File: src/rtl/mul_unit.sv
// Iterative shift-add multiplier for MUL/UMULL/SMULL: one partial product per cycle,
// sign handled by magnitude multiply plus final conditional negate.
module mul_unit #(
  parameter int unsigned WIDTH = 32
) (
  input  logic             clk,
  input  logic             reset,
  input  logic             start,
  input  logic             IsLongMul,
  input  logic             IsSigned,
  input  logic [WIDTH-1:0] SrcA,
  input  logic [WIDTH-1:0] SrcB,
  output logic             busy,
  output logic             done,
  output logic [WIDTH-1:0] ResultLo,
  output logic [WIDTH-1:0] ResultHi,
  output logic [3:0]       MulFlags
);

  localparam int unsigned PW = 2 * WIDTH;
  localparam int unsigned CW = (WIDTH > 1) ? $clog2(WIDTH) : 1;
  localparam logic [CW-1:0] LAST = CW'(WIDTH - 1);

  typedef enum logic [1:0] {
    IDLE = 2'd0,
    RUN  = 2'd1,
    DONE = 2'd2
  } state_t;

  state_t state, state_nxt;

  logic [PW-1:0]    mcand;
  logic [WIDTH-1:0] mplier;
  logic [PW-1:0]    acc;
  logic [CW-1:0]    count;
  logic             long_q;
  logic             neg_q;

  logic             signed_mode;
  logic [WIDTH-1:0] abs_a;
  logic [WIDTH-1:0] abs_b;
  logic             neg_in;
  logic [PW-1:0]    step_add;
  logic [PW-1:0]    acc_step;
  logic [PW-1:0]    prod;
  logic [WIDTH-1:0] lo_nxt;
  logic [WIDTH-1:0] hi_nxt;
  logic             n_nxt;
  logic             z_nxt;
  logic             last_step;
  logic             capture;
  logic             load_res;
  logic             busy_nxt;
  logic             done_nxt;

  // Operand conditioning: SMULL multiplies magnitudes; the most negative value maps to itself.
  always_comb begin
    signed_mode = IsLongMul & IsSigned;
    abs_a       = (signed_mode && SrcA[WIDTH-1]) ? (WIDTH'(0) - SrcA) : SrcA;
    abs_b       = (signed_mode && SrcB[WIDTH-1]) ? (WIDTH'(0) - SrcB) : SrcB;
    neg_in      = signed_mode & (SrcA[WIDTH-1] ^ SrcB[WIDTH-1]);
  end

  // Step arithmetic and the final product/flag values loaded on the last step.
  always_comb begin
    step_add  = mplier[0] ? mcand : '0;
    acc_step  = acc + step_add;
    prod      = neg_q ? (PW'(0) - acc_step) : acc_step;
    lo_nxt    = prod[WIDTH-1:0];
    hi_nxt    = long_q ? prod[PW-1:WIDTH] : '0;
    n_nxt     = long_q ? prod[PW-1] : prod[WIDTH-1];
    z_nxt     = (lo_nxt == '0) && (hi_nxt == '0);
    last_step = (count == LAST);
  end

  // State register.
  always_ff @(posedge clk) begin
    if (!reset) begin
      state <= IDLE;
    end else begin
      state <= state_nxt;
    end
  end

  // Next-state logic; start is only honoured from IDLE.
  always_comb begin
    state_nxt = state;
    case (state)
      IDLE:    if (start) state_nxt = RUN;
      RUN:     if (last_step) state_nxt = DONE;
      DONE:    state_nxt = IDLE;
      default: state_nxt = IDLE;
    endcase
  end

  // Output/control decode, registered below.
  always_comb begin
    capture  = 1'b0;
    load_res = 1'b0;
    busy_nxt = 1'b0;
    done_nxt = 1'b0;
    case (state)
      IDLE:    capture  = start;
      RUN:     load_res = last_step;
      default: ;
    endcase
    busy_nxt = (state_nxt == RUN);
    done_nxt = (state_nxt == DONE);
  end

  // Multiplier datapath registers.
  always_ff @(posedge clk) begin
    if (!reset) begin
      mcand  <= '0;
      mplier <= '0;
      acc    <= '0;
      count  <= '0;
      long_q <= 1'b0;
      neg_q  <= 1'b0;
    end else if (capture) begin
      mcand  <= PW'(abs_a);
      mplier <= abs_b;
      acc    <= '0;
      count  <= '0;
      long_q <= IsLongMul;
      neg_q  <= neg_in;
    end else if (state == RUN) begin
      acc    <= acc_step;
      mcand  <= mcand << 1;
      mplier <= mplier >> 1;
      count  <= count + CW'(1);
    end
  end

  // Registered outputs; results and flags persist until the next completion.
  always_ff @(posedge clk) begin
    if (!reset) begin
      busy     <= 1'b0;
      done     <= 1'b0;
      ResultLo <= '0;
      ResultHi <= '0;
      MulFlags <= '0;
    end else begin
      busy <= busy_nxt;
      done <= done_nxt;
      if (load_res) begin
        ResultLo <= lo_nxt;
        ResultHi <= hi_nxt;
        MulFlags <= {n_nxt, z_nxt, 2'b00};
      end
    end
  end

endmodule

File: config.mk
export PLATFORM = sky130hd
export DESIGN_NAME = mul_unit
export DESIGN_NICKNAME = d
export VERILOG_FILES = /design/src/rtl/mul_unit.sv
export SDC_FILE = /design/constraint.sdc
export NUM_CORES = 1
export LEC_CHECK = 0
export ABC_AREA = 0
export BUFFER_PORTS_ARGS = -buffer_cell sky130_fd_sc_hd__buf_2
export CAP_MARGIN = 10
export CORE_ASPECT_RATIO = 1.25
export CORE_MARGIN = 4
export CORE_UTILIZATION = 45
export CTS_BUF_LIST = sky130_fd_sc_hd__clkbuf_4 sky130_fd_sc_hd__clkbuf_8
export DETAILED_ROUTE_END_ITERATION = 12
export GPL_TIMING_DRIVEN = 1
export SLEW_MARGIN = 20
export SYNTH_ARGS = -nofsm -noshare
export SYNTH_HDL_FRONTEND = slang
export SYNTH_SLANG_ARGS = --single-unit
File: constraint.sdc
create_clock -name clk -period 7.1 [get_ports clk]
set_clock_uncertainty 0.2 [all_clocks]
set_input_delay 1.065 -clock clk [delete_from_list [all_inputs] [get_ports clk]]
set_output_delay 1.065 -clock clk [all_outputs]
set_load 0.005 [all_outputs]
==> metrics <==
Comb power frac=16.6%; Hold Vio Cnt, Final=0; Hold/Removal Path Class=reg2reg; top post-synthesis cells by count=nand2_1, a21oi_1, dfxtp_1, nor2_1, clkbuf_1; antenna violations before repair=0; vias in the first global route=17,134; CP max-delay cell=dfxtp_1; CTS hold repair buffers=0; Least-Margin Pin Slew=1.03 ns; Setup Fix Bufs, Post-CTS=0; Sw Pwr=1.01 mW; Max VDD drop=0.109 mV; ys async rst share=0%; Core ar.=0.0383 mm²; Synth Register Bits=between 200 and 250; Max Clk Rate=154 MHz; Placement Cell Area=0.0184 mm²; Leakage=between 7 and 8 nW; initial core utilization=around 46%; layout overhead on the synthesized area=10.2%; remaining antenna violation count=0; Die Footprint=0.0422 mm²; # IOs=around 140; class of the most critical setup path=reg2reg; TNS Setup=0 ns; overall power=3.27 mW; later-pin clock latency in the skew report=around 0.59 ns; DRC errors left=0; cell taking the most area after synthesis=dfxtp_1; Met1 Routed Length=23,800 µm; GRT Total Usage=27.3%; clock root buffer=clkbuf_8; Avg WL per Cell=about 20 µm; Internal=2.26 mW; Synth top area share=27.1%; hold depth=2; Die H=229 µm; share of cells above drive strength 1=approximately an eighth; Final Instance Area=a little under 0.02 mm²; drt pass-1 iters=6; CTS tree=done; Buf+Inv Stages, Crit Path=2; met3 wire length=2300 µm; FILL cells=3,892; cells along the critical path=buf_4, and2_1, ha_1, a21oi_1, o21ai_0, a221oi_1, a21boi_1, o21ai_0, xor2_1, buf_4, or4b_1, nor4b_4, nand4b_1, o31ai_2, xor2_1, nor2_1, or3b_1, o41ai_2; Remaining Overflow, GRT=0; Pins Over Slew Limit=0; unrepaired setup endpoints after global routing=false; post_cts resized=0; Util after Layout=50.4%; nets=2,605; Avg Inst Size Synth=7.27 µm²; Sw Share=30.8%; top post-synthesis cells by area=dfxtp_1, a21oi_1, nand2_1; clk slew on worst S/H paths=0.07 ns; DP HPWL=46,400 µm; Met2 Wirelength=roughly 30,000 µm; Distinct cells, synth=101; buffers added on ports=136; Diodes inserted=0; Slew headroom=31.5%; status=finished clean; vias per cell=5.98; chip width=184 µm; crit path DAT=roughly 6.8 ns; Max Cap Viol=0; # rows=80; CP Launch Type=flip-flop; Critical Path RT=7.41 ns; top routing layer in use=met4; Crit. path cell count=18; Worst Reg-to-Reg Cells=18; Reg power frac=a little over two fifths; deepest clock path buffer count=3; sequential cell area fraction in the yosys report=27.1%; Worst Setup Slack post-DPL=around 0.69 ns; crit path max fanout=26; CTS Buf Count=42; H-Tree Depth=2; CP Capture Type=flip-flop; min Tclk post-route=roughly 6.5 ns; Clock Power Share=40.3%; slowest stage delay, CP=0.77 ns; cell family with most CP delay=simple AND/OR/NAND/NOR gates; Post-synth EDFFs=0; Yosys Warn Count=0; most frequent cell after synthesis=nand2_1; Power Dens Cells=169 mW/mm²; Detailed Route Iter0 Violations=1,109; gpl congestion=0.963; final setup margin=0.592 ns; Vias=17,884; global-route wire length before repair=93,200 µm; largest net degree at the start of global routing=78; # setup viols final=0; Main synth FF type=dfxtp_1; TritonCTS Sinks=237; Routed WL=about 60,000 µm; Cells after Synth=2,411; Mapped Area=0.0175 mm²; Period Utilization, post-route=roughly 92%
-- placed cells by master, fill, tap and decap left out, drive strengths merged, types with 27 or more instances in the layout --
cell / n
nand2: 340
a21oi: 307
dfxtp: 237
nor2: 221
buf: 173
o21ai: 109
inv: 93
and2: 90
xnor2: 83
xor2: 78
ha: 68
a221oi: 65
clkbuf: 61
nor3: 53
nand3: 52
a211oi: 43
nand4: 33
or3: 31
o31ai: 27
-- power by group through the flow --
stage / Clock, mW / Sequential [mW] / Combinational (mW)
after floorplan: 0 / 1.42 / 0.398
after detailed placement: 0 / 1.44 / 0.538
after global placement: 0 / 1.44 / 0.531
after CTS: 1.36 / 1.41 / 0.540
after global routing: 1.41 / 1.41 / 0.600
final: 1.32 / 1.41 / 0.542
-- path summary, 6_finish.rpt --
kind	startpoint	to	slack (ns)
setup reg to reg	mplier[0]$_SDFFE_PN0P_	MulFlags[2]$_SDFFE_PN0P_	0.59
hold / removal	ResultHi[12]$_SDFFE_PN0P_	ResultHi[12]$_SDFFE_PN0P_	0.25
hold reg to reg	ResultHi[12]$_SDFFE_PN0P_	ResultHi[12]$_SDFFE_PN0P_	0.25
setup / recovery	mplier[0]$_SDFFE_PN0P_	MulFlags[2]$_SDFFE_PN0P_	0.59
-- stage by stage --
step	hold WS [ns]	instances
final	0.255	2990
after global routing	0.278	2990
after CTS	0.258	2990
after detailed placement	0.249	2915
after global placement	0.242	2915
after floorplan	0.237	2412
-- flip-flops by register name, indices dropped and copies added, names as in the netlist --
register and cells:
MulFlags 2, ResultHi 32, ResultLo 32, acc 64, busy 1, count 5
done 1, long_q 1, mcand 64, mplier 32, neg_q 1, state 2
-- worst reg2reg max path: stages (launching register included) --
cell and delay [ns]:
dfxtp_1 0.77, buf_4 0.37, and2_1 0.17, ha_1 0.35, a21oi_1 0.22, o21ai_0 0.21
a221oi_1 0.40, a21boi_1 0.45, o21ai_0 0.17, xor2_1 0.18, buf_4 0.17, or4b_1 0.68
nor4b_4 0.53, nand4b_1 0.31, o31ai_2 0.30, xor2_1 0.19, nor2_1 0.10, or3b_1 0.40
o41ai_2 0.27
-- logic make-up after synthesis --
family | Yosys count | synth area share (%)
and+or+nand+nor | 937 | 25.8
xor gates and xnor gates | 161 | 8.05
muxes | 10 | 0.579
DFF | 237 | 27.1
other | 1 | 0.0214
adders and majority gates | 69 | 4.97
buffers and inverters | 255 | 5.94
AOI/OAI and AO/OA | 741 | 27.5
-- final cells by class --
type / count / area, µm² / area share [%]
Sequential cell: 237 / 4750 / 24.6
Inverter: 93 / 350 / 1.81
Clock buffer: 61 / 764 / 3.96
Clock inverter: 14 / 92.6 / 0.480
Multi-Input combinational cell: 1920 / 11800 / 61.0
Tap cell: 492 / 616 / 3.19
Timing Repair Buffer: 173 / 958 / 4.97
-- routing by layer --
metal | global-route usage [%] | up-vias
met2 | 48.7 | 491
met5 | 0 | -
met3 | 3.06 | 154
li1 | - | 8769
met4 | 14.9 | 0
met1 | 31.5 | 8470
(Power assumes the default switching activity.)
